**config.mk**
```make
export PLATFORM = sky130hd
export DESIGN_NAME = row_packer
export DESIGN_NICKNAME = d
export VERILOG_FILES = /design/src/rtl/row_packer_pkg.sv /design/src/rtl/row_pad_assemble.sv /design/src/rtl/row_packer.sv
export SDC_FILE = /design/constraint.sdc
export NUM_CORES = 2
export LEC_CHECK = 0
export BUFFER_PORTS_ARGS = -buffer_cell sky130_fd_sc_hd__buf_2
export CORE_MARGIN = 2
export CORE_UTILIZATION = 46
export DETAILED_ROUTE_END_ITERATION = 6
export HOLD_SLACK_MARGIN = 0.02
export PLACE_DENSITY = 0.69
export RECOVER_POWER = 25
export SLEW_MARGIN = 20
export SYNTH_ARGS = -nofsm -noshare
export SYNTH_HDL_FRONTEND = slang
export SYNTH_SLANG_ARGS = --single-unit
```
**constraint.sdc**
```tcl
create_clock -name clk -period 4.3 [get_ports clk]
set_input_delay 0.86 -clock clk [delete_from_list [all_inputs] [get_ports clk]]
set_output_delay 0.86 -clock clk [all_outputs]
set_load 0.005 [all_outputs]
```
**src/rtl/row_packer_pkg.sv**
```systemverilog
// Shared definitions for the row packer and the 3-tap row convolution stage.
// Row geometry, tap count, padding encodings and the packer FSM states.
package row_packer_pkg;

    localparam int unsigned ROW_W = 128;
    localparam int unsigned PIX_W = 8;
    localparam int unsigned TAPS  = 3;
    localparam int unsigned PAD_W = (ROW_W + 2) * PIX_W;

    localparam logic [0:0] PAD_ZERO = 1'b0;
    localparam logic [0:0] PAD_REPL = 1'b1;

    typedef enum logic [0:0] {
        FILL = 1'b0,
        HOLD = 1'b1
    } state_e;

    // Even parity over one pixel, for downstream integrity checkers.
    function automatic logic pix_parity(input logic [PIX_W-1:0] pix);
        return ^pix;
    endfunction

endpackage

```
**src/rtl/row_pad_assemble.sv**
```systemverilog
// Combinational edge padding: wraps a ROW_W-pixel buffer with one pad pixel on
// each side, either zeros or a copy of the adjacent edge pixel.
module row_pad_assemble
    import row_packer_pkg::*;
#(
    parameter int unsigned ROW_W    = row_packer_pkg::ROW_W,
    parameter int unsigned PIX_W    = row_packer_pkg::PIX_W,
    parameter logic [0:0]  PAD_MODE = PAD_ZERO
) (
    input  logic [ROW_W*PIX_W-1:0]     pix_buf,
    output logic [(ROW_W+2)*PIX_W-1:0] row_vec
);

    logic [PIX_W-1:0] pad_lo_s;
    logic [PIX_W-1:0] pad_hi_s;

    // Select the pad pixels for the configured edge policy.
    always_comb begin
        pad_lo_s = {PIX_W{1'b0}};
        pad_hi_s = {PIX_W{1'b0}};
        if (PAD_MODE == PAD_REPL) begin
            pad_lo_s = pix_buf[PIX_W-1:0];
            pad_hi_s = pix_buf[(ROW_W-1)*PIX_W +: PIX_W];
        end else begin
            pad_lo_s = {PIX_W{1'b0}};
            pad_hi_s = {PIX_W{1'b0}};
        end
    end

    assign row_vec = {pad_hi_s, pix_buf, pad_lo_s};

endmodule

```
**src/rtl/row_packer.sv**
```systemverilog
// Collects a raster pixel stream into padded rows for the row convolution
// stage, binding the staged kernel weight to each row as it is presented.
module row_packer
    import row_packer_pkg::*;
#(
    parameter int unsigned ROW_W    = row_packer_pkg::ROW_W,
    parameter int unsigned PIX_W    = row_packer_pkg::PIX_W,
    parameter logic [0:0]  PAD_MODE = PAD_ZERO
) (
    input  logic                       clk,
    input  logic                       reset,
    input  logic [PIX_W-1:0]           pix_in,
    input  logic                       pix_valid,
    input  logic                       pix_sol,
    output logic                       pix_ready,
    input  logic [TAPS*PIX_W-1:0]      weight_in,
    input  logic                       weight_load,
    output logic [(ROW_W+2)*PIX_W-1:0] row_data,
    output logic [TAPS*PIX_W-1:0]      weight,
    output logic                       row_valid,
    input  logic                       row_ready,
    output logic                       err_short,
    output logic [15:0]                row_count
);

    localparam int unsigned CNT_W = $clog2(ROW_W + 1);
    localparam int unsigned BUF_W = ROW_W * PIX_W;
    localparam int unsigned VEC_W = (ROW_W + 2) * PIX_W;
    localparam int unsigned WGT_W = TAPS * PIX_W;
    localparam logic [CNT_W-1:0] LAST_IDX = CNT_W'(ROW_W - 1);
    localparam logic [CNT_W-1:0] CNT_ONE  = CNT_W'(1);

    state_e             state_q, state_d;
    logic [CNT_W-1:0]   cnt_q, cnt_d;
    logic [BUF_W-1:0]   buf_q, buf_d;
    logic [VEC_W-1:0]   row_data_q, row_data_d;
    logic [WGT_W-1:0]   weight_q, weight_d;
    logic [WGT_W-1:0]   wstg_q, wstg_d;
    logic               row_valid_q, row_valid_d;
    logic               err_short_q, err_short_d;
    logic [15:0]        row_count_q, row_count_d;
    logic               pix_ready_q, pix_ready_d;

    logic [VEC_W-1:0]   row_vec_s;
    logic [CNT_W-1:0]   wr_idx_s;
    logic               pix_acc_s;
    logic               out_acc_s;
    logic               slot_free_s;
    logic               restart_s;
    logic               last_s;
    logic               xfer_s;

    assign pix_acc_s   = pix_valid && pix_ready_q;
    assign out_acc_s   = row_valid_q && row_ready;
    assign slot_free_s = !row_valid_q || row_ready;
    // A start-of-line mid-row restarts the fill at pixel 0.
    assign restart_s   = pix_acc_s && pix_sol && (cnt_q != {CNT_W{1'b0}});
    assign wr_idx_s    = restart_s ? {CNT_W{1'b0}} : cnt_q;
    assign last_s      = pix_acc_s && (wr_idx_s == LAST_IDX);

    // Write accepted pixels into the fill buffer and advance the fill count.
    always_comb begin
        buf_d = buf_q;
        cnt_d = cnt_q;
        if (pix_acc_s) begin
            buf_d[int'(wr_idx_s) * PIX_W +: PIX_W] = pix_in;
            if (last_s) begin
                cnt_d = {CNT_W{1'b0}};
            end else begin
                cnt_d = wr_idx_s + CNT_ONE;
            end
        end else begin
            cnt_d = cnt_q;
        end
    end

    // The buffer feeding the pad stage already contains this cycle's pixel.
    row_pad_assemble #(
        .ROW_W    (ROW_W),
        .PIX_W    (PIX_W),
        .PAD_MODE (PAD_MODE)
    ) u_pad (
        .pix_buf (buf_d),
        .row_vec (row_vec_s)
    );

    // Fill/hold sequencing and output slot management.
    always_comb begin
        state_d     = state_q;
        xfer_s      = 1'b0;
        row_data_d  = row_data_q;
        weight_d    = weight_q;
        row_valid_d = row_valid_q;
        case (state_q)
            FILL: begin
                if (last_s) begin
                    if (slot_free_s) begin
                        xfer_s = 1'b1;
                    end else begin
                        state_d = HOLD;
                    end
                end else begin
                    state_d = FILL;
                end
            end
            HOLD: begin
                if (out_acc_s) begin
                    xfer_s  = 1'b1;
                    state_d = FILL;
                end else begin
                    state_d = HOLD;
                end
            end
            default: begin
                state_d = FILL;
            end
        endcase
        pix_ready_d = (state_d == FILL);

        // The staged weight is sampled before any same-cycle load lands.
        if (xfer_s) begin
            row_data_d  = row_vec_s;
            weight_d    = wstg_q;
            row_valid_d = 1'b1;
        end else if (out_acc_s) begin
            row_valid_d = 1'b0;
        end else begin
            row_valid_d = row_valid_q;
        end
    end

    // Side-band bookkeeping: staged weight, short-row flag, delivered rows.
    always_comb begin
        err_short_d = restart_s;
        if (weight_load) begin
            wstg_d = weight_in;
        end else begin
            wstg_d = wstg_q;
        end
        if (out_acc_s) begin
            row_count_d = row_count_q + 16'd1;
        end else begin
            row_count_d = row_count_q;
        end
    end

    // State and output registers.
    always_ff @(posedge clk or negedge reset) begin
        if (!reset) begin
            state_q     <= FILL;
            cnt_q       <= {CNT_W{1'b0}};
            buf_q       <= {BUF_W{1'b0}};
            row_data_q  <= {VEC_W{1'b0}};
            weight_q    <= {WGT_W{1'b0}};
            wstg_q      <= {WGT_W{1'b0}};
            row_valid_q <= 1'b0;
            err_short_q <= 1'b0;
            row_count_q <= 16'd0;
            pix_ready_q <= 1'b0;
        end else begin
            state_q     <= state_d;
            cnt_q       <= cnt_d;
            buf_q       <= buf_d;
            row_data_q  <= row_data_d;
            weight_q    <= weight_d;
            wstg_q      <= wstg_d;
            row_valid_q <= row_valid_d;
            err_short_q <= err_short_d;
            row_count_q <= row_count_d;
            pix_ready_q <= pix_ready_d;
        end
    end

    assign pix_ready = pix_ready_q;
    assign row_data  = row_data_q;
    assign weight    = weight_q;
    assign row_valid = row_valid_q;
    assign err_short = err_short_q;
    assign row_count = row_count_q;

endmodule
```
==> flow_summary.yaml <==
sta:
  setup_viol: 0
  tightest_slew_ns: 2.733
  slew_headroom_pct: -82.18
  hold_viol: 0
  holdWs_ns: 0.2175
  finalCritPeriodShare_pct: 92.30
  rsz0062_at_grt: "no"
  max_freq_mhz: 251.9
  finClkSkew_ns: 0.05790
  slew_viol_final: 855
  min_period_ns: 3.969
placement:
  port_buffers: 1104
  hpwlAfterDp_um: 240600
  dpl-instance-area_mm2: 0.09638
  dp.cells: 11070
  place_congestion: 0.9580
worst_setup_path:
  crit_fanout: 7
  critPathSlowestCell: "a2111oi_0"
  path_class: "flip-flop to flip-flop"
  max_stage_delay_ns: 0.73
  crit_path_frequent_cell: "mux2_2"
  end_kind: "flip-flop"
  cp.required_ns: 5.07
  path_cells: "nand3_2, and2_1, inv_1, ha_1, nor3b_2, nand3_1, a2111oi_0, nand4_1, buf_4, mux2_2, mux2_2"
  start_kind: "flip-flop"
  cp.arrival_ns: 4.74
synthesis:
  ys_ff_latch: 2124
  syn_area_per_cell_um2: 11.06
  synth.cell_area_mm2: 0.08405
  synth_cells: 7599
  async_reset_ff_share_pct: 100.0
  yosysTopAreaCellShare_pct: 63.23
  yosys-top-cells-area: "dfrtp_1 (63%), mux2_2 (9.0%), nand2_1 (5.6%), a31oi_1 (4.0%), nor2_1 (3.7%)"
  ys.flop_type: "dfrtp_1"
  yosysMostFrequentCell: "dfrtp_1"
  yosys_warnings: 0
  synth_top_cell_by_area: "dfrtp_1"
  synth_seq_area_share_pct: 63.23
  synthTopCellsByCount: "dfrtp_1 (2124), nand2_1 (1259), nor2_1 (833), mux2_2 (673), a31oi_1 (532)"
  synth_edf_count: 0
  ys_types: 80
layout:
  drive_gt1_share_pct: 31.62
  multi_input_area_mm2: 0.02932
  regArea_mm2: 0.05315
  area_growth_pct: 23.01
  final_cell_area_mm2: 0.1034
  layout.nets: 8957
  stdcell_count: 11470
  fillers: 15070
power_and_ir_drop:
  power_density_mw_per_mm2: 449.5
  finalPower_uw: 46470
  peakVddDrop_uv: 510.2
  leakage_uw: 0.05445
detailed_routing:
  via_per_inst: 6.002
  drc: 0
  drt_pass1_iterations: 6
  postRouteAntennaNets: 0
  vias: 68870
  routed_wl_um: 336200
  avgRoutedWirePerCell_um: 29.30
  drtIter0Drc: 7639
clocking:
  clockBufferDepth: 3
  clock_latency_ns: 0.91
  clock_tree.root_cell: "clkbuf_16"
  cts_tree: "yes"
  h-tree-depth: 4
  cts_buffers: 213
  cts.sinks: 2124
  path_clk_slew_ns: 0.06
grt:
  grt.overflow.total: 0
  grtUsageTotal_pct: 35.60
  antenna_found_initial: 9
  grt_pass1_wl_um: 478500
  grt_max_degree: 155
  grt_pass1_vias: 67050
floorplanning:
  core_area_mm2: 0.1811
  die_area_mm2: 0.1862
  start_util_pct: 46.40
  pin_count: 1121
  die_h_um: 431.5
  fp.dieW_um: 431.5
  row_count: 156
run_status:
  failed_checks: "capacitance limit, slew limit"
  status: "finished with violations"
job:
  maxCapViolCount: 13
hold_path:
  worstHoldPathType: "input port to flip-flop"
-- state kept, by name, summed over array words and instances, names as in the netlist --
register and count:
row_count 16, pix_ready 1, cnt_q 8, buf_q 1024
row_data 1024, err_short 1, wstg_q 24, state_q 1
weight 24, row_valid 1
-- where the power goes --
group          switching, uW  internal [uW]  leakage (uW)  total [uW]
sequential               119          20400        0.0296       20500
combinational           5090           1510        0.0213        6600
clock                   8350          11000       0.00358       19400
-- repair_timing --
item	CTS	global route
endpoints found under the hold margin	6	0
gates resized for setup	0	0
setup buffers	0	0
hold buffers	1	0
endpoints found under the setup margin	0	0
-- cell usage in the layout (no fill, tap or decap), types with 121 or more instances in the layout --
| master | Yosys | routed |
|---|---|---|
| dfrtp_1 | 2124 | 2124 |
| nand2_1 | 1259 | 1244 |
| buf_2 | 50 | 1100 |
| nor2_1 | 833 | 817 |
| mux2_2 | 673 | 673 |
| a31oi_1 | 532 | 532 |
| buf_4 | 19 | 393 |
| o21ai_0 | 380 | 380 |
| nand3_1 | 383 | 377 |
| clkbuf_16 | 0 | 214 |
| a21oi_1 | 125 | 121 |
-- worst max-delay path, delay by kind of cell, from the launching register on --
| kind | cells | cell delay (ns) |
|---|---|---|
| muxes | 2 | 0.56 |
| DFF | 1 | 0.46 |
| AOI/OAI and AO/OA | 1 | 0.73 |
| buffers and inverters | 2 | 0.33 |
| and+or+nand+nor | 5 | 1.48 |
| adders and majority gates | 1 | 0.30 |
-- cells by family after synthesis --
family                     count (synthesis)  share of synthesized area [%]
AOI/OAI and AO/OA                       1275                          9.396
and+or+nand+nor                         2929                          15.29
other                                      1                       0.004461
muxes                                    681                          9.112
xor gates and xnor gates                  19                         0.1980
adders and majority gates                  4                        0.05955
buffers and inverters                    566                          2.705
DFF                                     2124                          63.23
-- layer usage --
layer | vias to the layer above | GRT usage (%) | part of all wire [%]
li1 | 29060 | - | -
met1 | 34820 | 43.77 | 36
met2 | 3939 | 53.51 | 44
met3 | 1051 | 9.827 | 10
met4 | 0 | 27.07 | 9.2
met5 | - | 0 | 0
-- path summary, 6_finish.rpt --
kind | start | end | slack [ns] | cells after the start
setup / recovery | pix_ready | row_data[644] | 0.33 | 11
hold / removal | weight_in[9] | wstg_q[9] | 0.22 | 2
setup reg to reg | pix_ready | row_data[644] | 0.33 | 11
hold reg to reg | buf_q[342] | buf_q[342] | 0.46 | 2
max in group asynchronous | reset | buf_q[272] | 0.53 | 4
min in group asynchronous | reset | row_data[727] | 0.59 | 2
-- metrics by stage --
| step | setup TNS [ns] | util, % | setup WS [ns] |
|---|---|---|---|
| floorplan | 0 | - | 0.007423 |
| global placement | -0.8081 | 53.21 | -0.1221 |
| detailed placement | -0.9700 | 53.21 | -0.1178 |
| CTS | 0 | 57.23 | 0.2619 |
| global route | 0 | 57.07 | 0.1656 |
| finish | 0 | 57.08 | 0.3309 |
-- area by class of cell --
cell class	instances	area share, %
Antenna cell	6	0.01452
Clock buffer	305	5.848
Clock inverter	93	1.186
Inverter	27	0.09802
Multi-Input combinational cell	4924	28.36
Sequential cell	2124	51.41
Tap cell	2370	2.868
Timing Repair Buffer	1625	10.22
Power figures use the tool's default switching activity.
